`src/rtl/calc_pkg.sv`:
```
// Shared encodings and sizing for the calculator sequencer and its adder.
package calc_pkg;

    localparam int CALC_WIDTH = 6;
    localparam int MUL_ITERS  = 6;
    localparam int CNT_W      = 3;

    typedef enum logic [1:0] {
        OP_ADD = 2'b00,
        OP_SUB = 2'b01,
        OP_MUL = 2'b10,
        OP_MAC = 2'b11
    } op_e;

    typedef enum logic [1:0] {
        ST_IDLE = 2'b00,
        ST_RUN  = 2'b01,
        ST_FIN  = 2'b10
    } state_e;

endpackage

```
`src/rtl/addandsub.sv`:
```
// Combinational modulo-2^WIDTH add/subtract unit; zero latency, no flow control.
module addandsub #(
    parameter int WIDTH = 6
) (
    input  logic [WIDTH-1:0] A,
    input  logic [WIDTH-1:0] B,
    input  logic             SUB_SEL,
    output logic [WIDTH-1:0] S
);

    assign S = SUB_SEL ? (A - B) : (A + B);

endmodule

```
`src/rtl/calc_seq.sv`:
```
// Sequences ADD/SUB (latency 2) and shift-and-add MUL/MAC (latency 7) on one shared adder.
// START is taken only in IDLE; requests while BUSY or in FIN are dropped, not queued.
module calc_seq
    import calc_pkg::*;
#(
    parameter int WIDTH = CALC_WIDTH
) (
    input  logic             CLK,
    input  logic             RST,
    input  logic             START,
    input  logic [1:0]       OP,
    input  logic [WIDTH-1:0] A_DATA,
    input  logic [WIDTH-1:0] B_DATA,
    output logic             BUSY,
    output logic             DONE,
    output logic [WIDTH-1:0] RESULT
);

    state_e             state;
    state_e             state_nxt;
    op_e                op_q;
    logic [WIDTH-1:0]   mcand;
    logic [WIDTH-1:0]   mplier;
    logic [WIDTH-1:0]   acc;
    logic [WIDTH-1:0]   result_q;
    logic [CNT_W-1:0]   cnt;

    logic               is_mul;
    logic               start_mul;
    logic [WIDTH-1:0]   add_a;
    logic [WIDTH-1:0]   add_b;
    logic               add_sub;
    logic [WIDTH-1:0]   add_s;
    logic [WIDTH-1:0]   acc_nxt;

    assign is_mul    = (op_q == OP_MUL) || (op_q == OP_MAC);
    assign start_mul = (op_e'(OP) == OP_MUL) || (op_e'(OP) == OP_MAC);

    // Multiply iterations accumulate acc + shifted multiplicand; ADD/SUB combine the raw operands.
    assign add_a   = is_mul ? acc   : mcand;
    assign add_b   = is_mul ? mcand : mplier;
    assign add_sub = (op_q == OP_SUB);

    addandsub #(
        .WIDTH (WIDTH)
    ) u_addandsub (
        .A       (add_a),
        .B       (add_b),
        .SUB_SEL (add_sub),
        .S       (add_s)
    );

    assign acc_nxt = (is_mul && !mplier[0]) ? acc : add_s;

    always_ff @(posedge CLK) begin
        if (RST) begin
            state <= ST_IDLE;
        end else begin
            state <= state_nxt;
        end
    end

    always_comb begin
        state_nxt = state;
        case (state)
            ST_IDLE: if (START) state_nxt = ST_RUN;
            ST_RUN:  if (cnt == CNT_W'(1)) state_nxt = ST_FIN;
            ST_FIN:  state_nxt = ST_IDLE;
            default: state_nxt = ST_IDLE;
        endcase
    end

    always_ff @(posedge CLK) begin
        if (RST) begin
            op_q     <= OP_ADD;
            mcand    <= '0;
            mplier   <= '0;
            acc      <= '0;
            cnt      <= '0;
            result_q <= '0;
        end else begin
            case (state)
                ST_IDLE: begin
                    if (START) begin
                        op_q   <= op_e'(OP);
                        mcand  <= A_DATA;
                        mplier <= B_DATA;
                        acc    <= (op_e'(OP) == OP_MAC) ? result_q : '0;
                        cnt    <= start_mul ? CNT_W'(MUL_ITERS) : CNT_W'(1);
                    end
                end
                ST_RUN: begin
                    acc <= acc_nxt;
                    cnt <= cnt - CNT_W'(1);
                    if (is_mul) begin
                        mcand  <= {mcand[WIDTH-2:0], 1'b0};
                        mplier <= {1'b0, mplier[WIDTH-1:1]};
                    end
                    // Publish on the RUN->FIN edge so RESULT is already valid while DONE is high.
                    if (cnt == CNT_W'(1)) begin
                        result_q <= acc_nxt;
                    end
                end
                default: ;
            endcase
        end
    end

    assign BUSY   = (state == ST_RUN);
    assign DONE   = (state == ST_FIN);
    assign RESULT = result_q;

endmodule

```
`config.mk`:
```
export PLATFORM = sky130hd
export DESIGN_NAME = calc_seq
export DESIGN_NICKNAME = d
export VERILOG_FILES = /design/src/rtl/calc_pkg.sv /design/src/rtl/addandsub.sv /design/src/rtl/calc_seq.sv
export SDC_FILE = /design/constraint.sdc
export NUM_CORES = 1
export LEC_CHECK = 0
export ABC_AREA = 0
export BUFFER_PORTS_ARGS = -buffer_cell sky130_fd_sc_hd__buf_2
export CAP_MARGIN = 0
export CORE_ASPECT_RATIO = 1.1
export CORE_MARGIN = 1
export CORE_UTILIZATION = 57
export DETAILED_ROUTE_END_ITERATION = 8
export PLACE_DENSITY = 0.87
export SLEW_MARGIN = 20
export SYNTH_ARGS = -nofsm -noshare
export SYNTH_HDL_FRONTEND = slang
export SYNTH_SLANG_ARGS = --single-unit
```
`constraint.sdc`:
```
create_clock -name CLK -period 3.42 [get_ports CLK]
set_clock_uncertainty 0.05 [all_clocks]
set_input_delay 0 -clock CLK [delete_from_list [all_inputs] [get_ports CLK]]
set_output_delay 0 -clock CLK [all_outputs]
set_load 0.03 [all_outputs]
```
==> qor.log <==
INFO  synthesis      ys_types=48
INFO  worst_setup_path worst-endpoint-arrival=2.99ns
INFO  sta            time_the_worst_path_needs_with_i_o_delays_and_setup=2.81ns
INFO  place          placement.io_buffers=24
INFO  clock_network  numCtsBuffers=5
INFO  worst_setup_path endpoint_kind=flop
INFO  drt            route.detailed.drc=4
INFO  clock_network  cts.htree.levels=2
INFO  drt            post_route_antenna_net_violation_count=0
INFO  global_routing busiest_layer=met2
INFO  sta            setup_tns=0ns
INFO  sta            report.final.hold_viol_count=0
INFO  sta            timing.max_slew.rel_slack=56.2%
INFO  floorplan      die_x=57.1um
INFO  floorplan      fp.dieArea=3570um2
INFO  floorplan      core=3100um2
INFO  synthesis      postSynthNetCount=257
INFO  floorplan      core.rowCount=21
INFO  worst_setup_path crit_top_cell=o21ai_0
INFO  clock_network  tritoncts=yes
INFO  worst_setup_path critical_path.slowest_cell=dfxtp_1
INFO  global_routing grt_util_all_layers=25.6%
INFO  sta            worst_pin_slew=0.657ns
INFO  worst_hold_path worstHoldPathType=input port to flop
INFO  layout         final_layout_size_suffix_gt1_share=17.0%
INFO  sta            period_share=82.1%
INFO  power          final_total_pwr=1020uW
INFO  clock_network  worst_skew_pair_later_pin_latency=0.33ns
INFO  floorplan      boundaryPins=25
INFO  layout         syn_to_final_growth=14.7%
INFO  synthesis      async_flop_share=0%
INFO  outcome        failing_checks=DRC
INFO  synthesis      post_synth_top_flop=dfxtp_1
INFO  layout         most_frequent_standard_cell_in_the_layout_excluding_fill_and_tap_cells=nor2_1
INFO  global_routing grt_max_degree=34
INFO  global_routing antenna_violations_before_repair=0
INFO  worst_setup_path critical_path.cell_chain=buf_4, o21ai_2, o31ai_4, a211oi_1, xnor2_1, ha_1, o21ai_0, a21oi_1, o21ai_0, nand4b_1, mux2i_1, or3_1
INFO  power          power_density=466nW/um2
INFO  worst_setup_path critPathMaxFanout=16
INFO  layout         regArea=621um2
INFO  synthesis      netlist_instances=232
INFO  place          gp_routability_congestion=0.818
INFO  worst_setup_path critical_path_launch_point_type=flop
INFO  layout         multi_input_area=1180um2
INFO  drt            dr.pass1.iters=7
INFO  clock_network  number_of_buffers_on_the_longest_clock_path=2
INFO  worst_setup_path critPathMaxStageDelay=0.57ns
INFO  layout         finalNonFillerCells=298
INFO  synthesis      synthesis.yosys.warnings=0
INFO  floorplan      die-height=62.6um
INFO  sta            setup_repair_after_global_routing_missed_its_margin=no
INFO  sta            timing.fmax=356MHz
INFO  outcome        outcome=finished, violations left
INFO  drt            route.detailed.vias_per_inst=5.91
INFO  layout         diode_insertion_count_for_antenna_repair=0
INFO  global_routing grt_remaining_overflow=0
INFO  sta            report.final.setup_viol=0
INFO  power          worst_ir_drop_vdd=0.000280V
INFO  place          dpl.cell_count=276
INFO  global_routing globalRouteMet1Util=30.0%
INFO  run            max_cap_viol_count=0
INFO  clock_network  buffer_cell_driving_the_clock_tree_root=clkbuf_4
INFO  worst_setup_path timing.critical_path.required=3.60ns
INFO  drt            routed_vias=1762
INFO  global_routing grt_first_pass_wirelength=7200um
INFO  global_routing grt_util_met2=43.1%
INFO  power          power.static_leakage=0.000882uW
INFO  synthesis      post_synth_instance_area=1900um2
INFO  global_routing grt_use_met3=6.83%
INFO  synthesis      syn-mean-instance-area=8.19um2
INFO  drt            routedWlPerCell=14.3um
INFO  sta            layout_setup_ws=0.610ns
INFO  layout         layout_common_cells=nor2_1, nand2_1, dfxtp_1
INFO  floorplan      floorplan.initialDensity=61.3%
INFO  synthesis      synth-seq-cells=31
INFO  synthesis      synth.area.top_cells=dfxtp_1, nor2_1, nand2_1
INFO  drt            finalWirelength=4260um
INFO  place          dp_hpwl=2860um
INFO  worst_setup_path class_of_the_most_critical_setup_path=flop to flop
INFO  drt            drt_initial_violations=78
INFO  clock_network  numClockSinks=31
INFO  layout         post-route-util=70.3%
INFO  sta            slew_violations=0
INFO  synthesis      share_of_yosys_cell_area_claimed_by_the_top_area_cell_type=32.7%
INFO  global_routing via_count_of_the_first_global_routing_pass=1692
INFO  worst_setup_path cpLargestDelayFamily=compound AO/OA/AOI/OAI gates
INFO  synthesis      synth_edf_count=0
INFO  synthesis      synth_seq_area_share=32.7%
INFO  place          post-place-ws=0.627ns
INFO  layout         final_net_count=288
INFO  clock_network  clk_pin_slew=0.10ns
INFO  worst_setup_path timing.critical_path.buf_inv=1
INFO  synthesis      post-synth-top-area-cell=dfxtp_1
INFO  layout         fillers=252
[logic make-up after synthesis]
kind of cell               count (synthesis)  synth area share (%)
AOI/OAI and AO/OA                         59                  23.4
adders and majority gates                  8                  5.66
xor gates and xnor gates                   9                  4.54
DFF                                       31                  32.7
buffers and inverters                     20                  5.20
and+or+nand+nor                           92                  21.4
muxes                                     13                  7.18
[what timing repair did]
action / 4_1_cts / 5_1_grt
hold buffers: 14 / 0
endpoints found under the hold margin: 15 / 0
buffers inserted: 0 / 0
resized for setup: 0 / 0
setup endpoints to repair: 0 / 0
[metal layers]
layer | wire [um] | vias up | share of wire [%]
met5 | 0 | - | 0
met4 | 89 | 0 | 2.1
li1 | - | 879 | -
met3 | 252 | 11 | 5.9
met2 | 2100 | 56 | 49
met1 | 1810 | 816 | 43
[where the power goes]
part	switching (uW)	total [uW]	leakage, uW	internal (uW)
Combinational	204	375	0.000598	171
Sequential	40.1	436	0.000254	396
Clock	125	205	0.0000293	80.0
Total	369	1020	0.000882	647
[registers in the layout (all words and copies together), names as in the netlist]
signal / flops
RESULT: 6
acc: 6
mcand: 6
mplier: 6
cnt: 3
op_q: 2
state: 2
[worst paths after layout]
path / start / endpoint / slack [ns] / cells past startpoint
worst max-delay path: op_q[1] / acc[5] / 0.61 / 12
worst max register to register: op_q[1] / acc[5] / 0.61 / 12
worst min register to register: RESULT[0] / RESULT[0] / 0.42 / 2
worst min-delay path: START / op_q[1] / 0.07 / 4
[layout make-up]
cell class / count / share of cell area, %
multi-input combinational: 181 / 54.2
sequential: 31 / 28.5
timing repair buffer: 39 / 12.3
clock buffer: 7 / 2.07
tap: 34 / 1.95
inverter: 5 / 0.861
clock inverter: 1 / 0.229
[worst min-delay path: stages]
cell,delay [ns]
buf_2,0.09
nand2b_1,0.09
o21ai_0,0.16
a21oi_1,0.07
[cells in the mapped netlist (3+ instances only)]
cell type	count
a21oi_1	15
a211oi_1	3
a22oi_1	3
a311oi_1	11
a21o_1	3
ha_1	7
nor2_1	36
nand2_1	34
clkbuf_1	10
mux2_2	5
a222oi_1	3
nand2b_1	5
xnor2_1	6
o21ai_0	10
dfxtp_1	31
mux2i_1	8
inv_1	4
[metrics by stage]
step	hold WS [ns]	area, um2
3_5_place_dp	0.220	1990
4_1_cts	0.0663	2180
2_1_floorplan	0.0972	1900
3_3_place_gp	0.198	1990
6_report	0.0693	2180
5_1_grt	0.107	2180
Note: power is estimated with default switching activity, not from simulation.
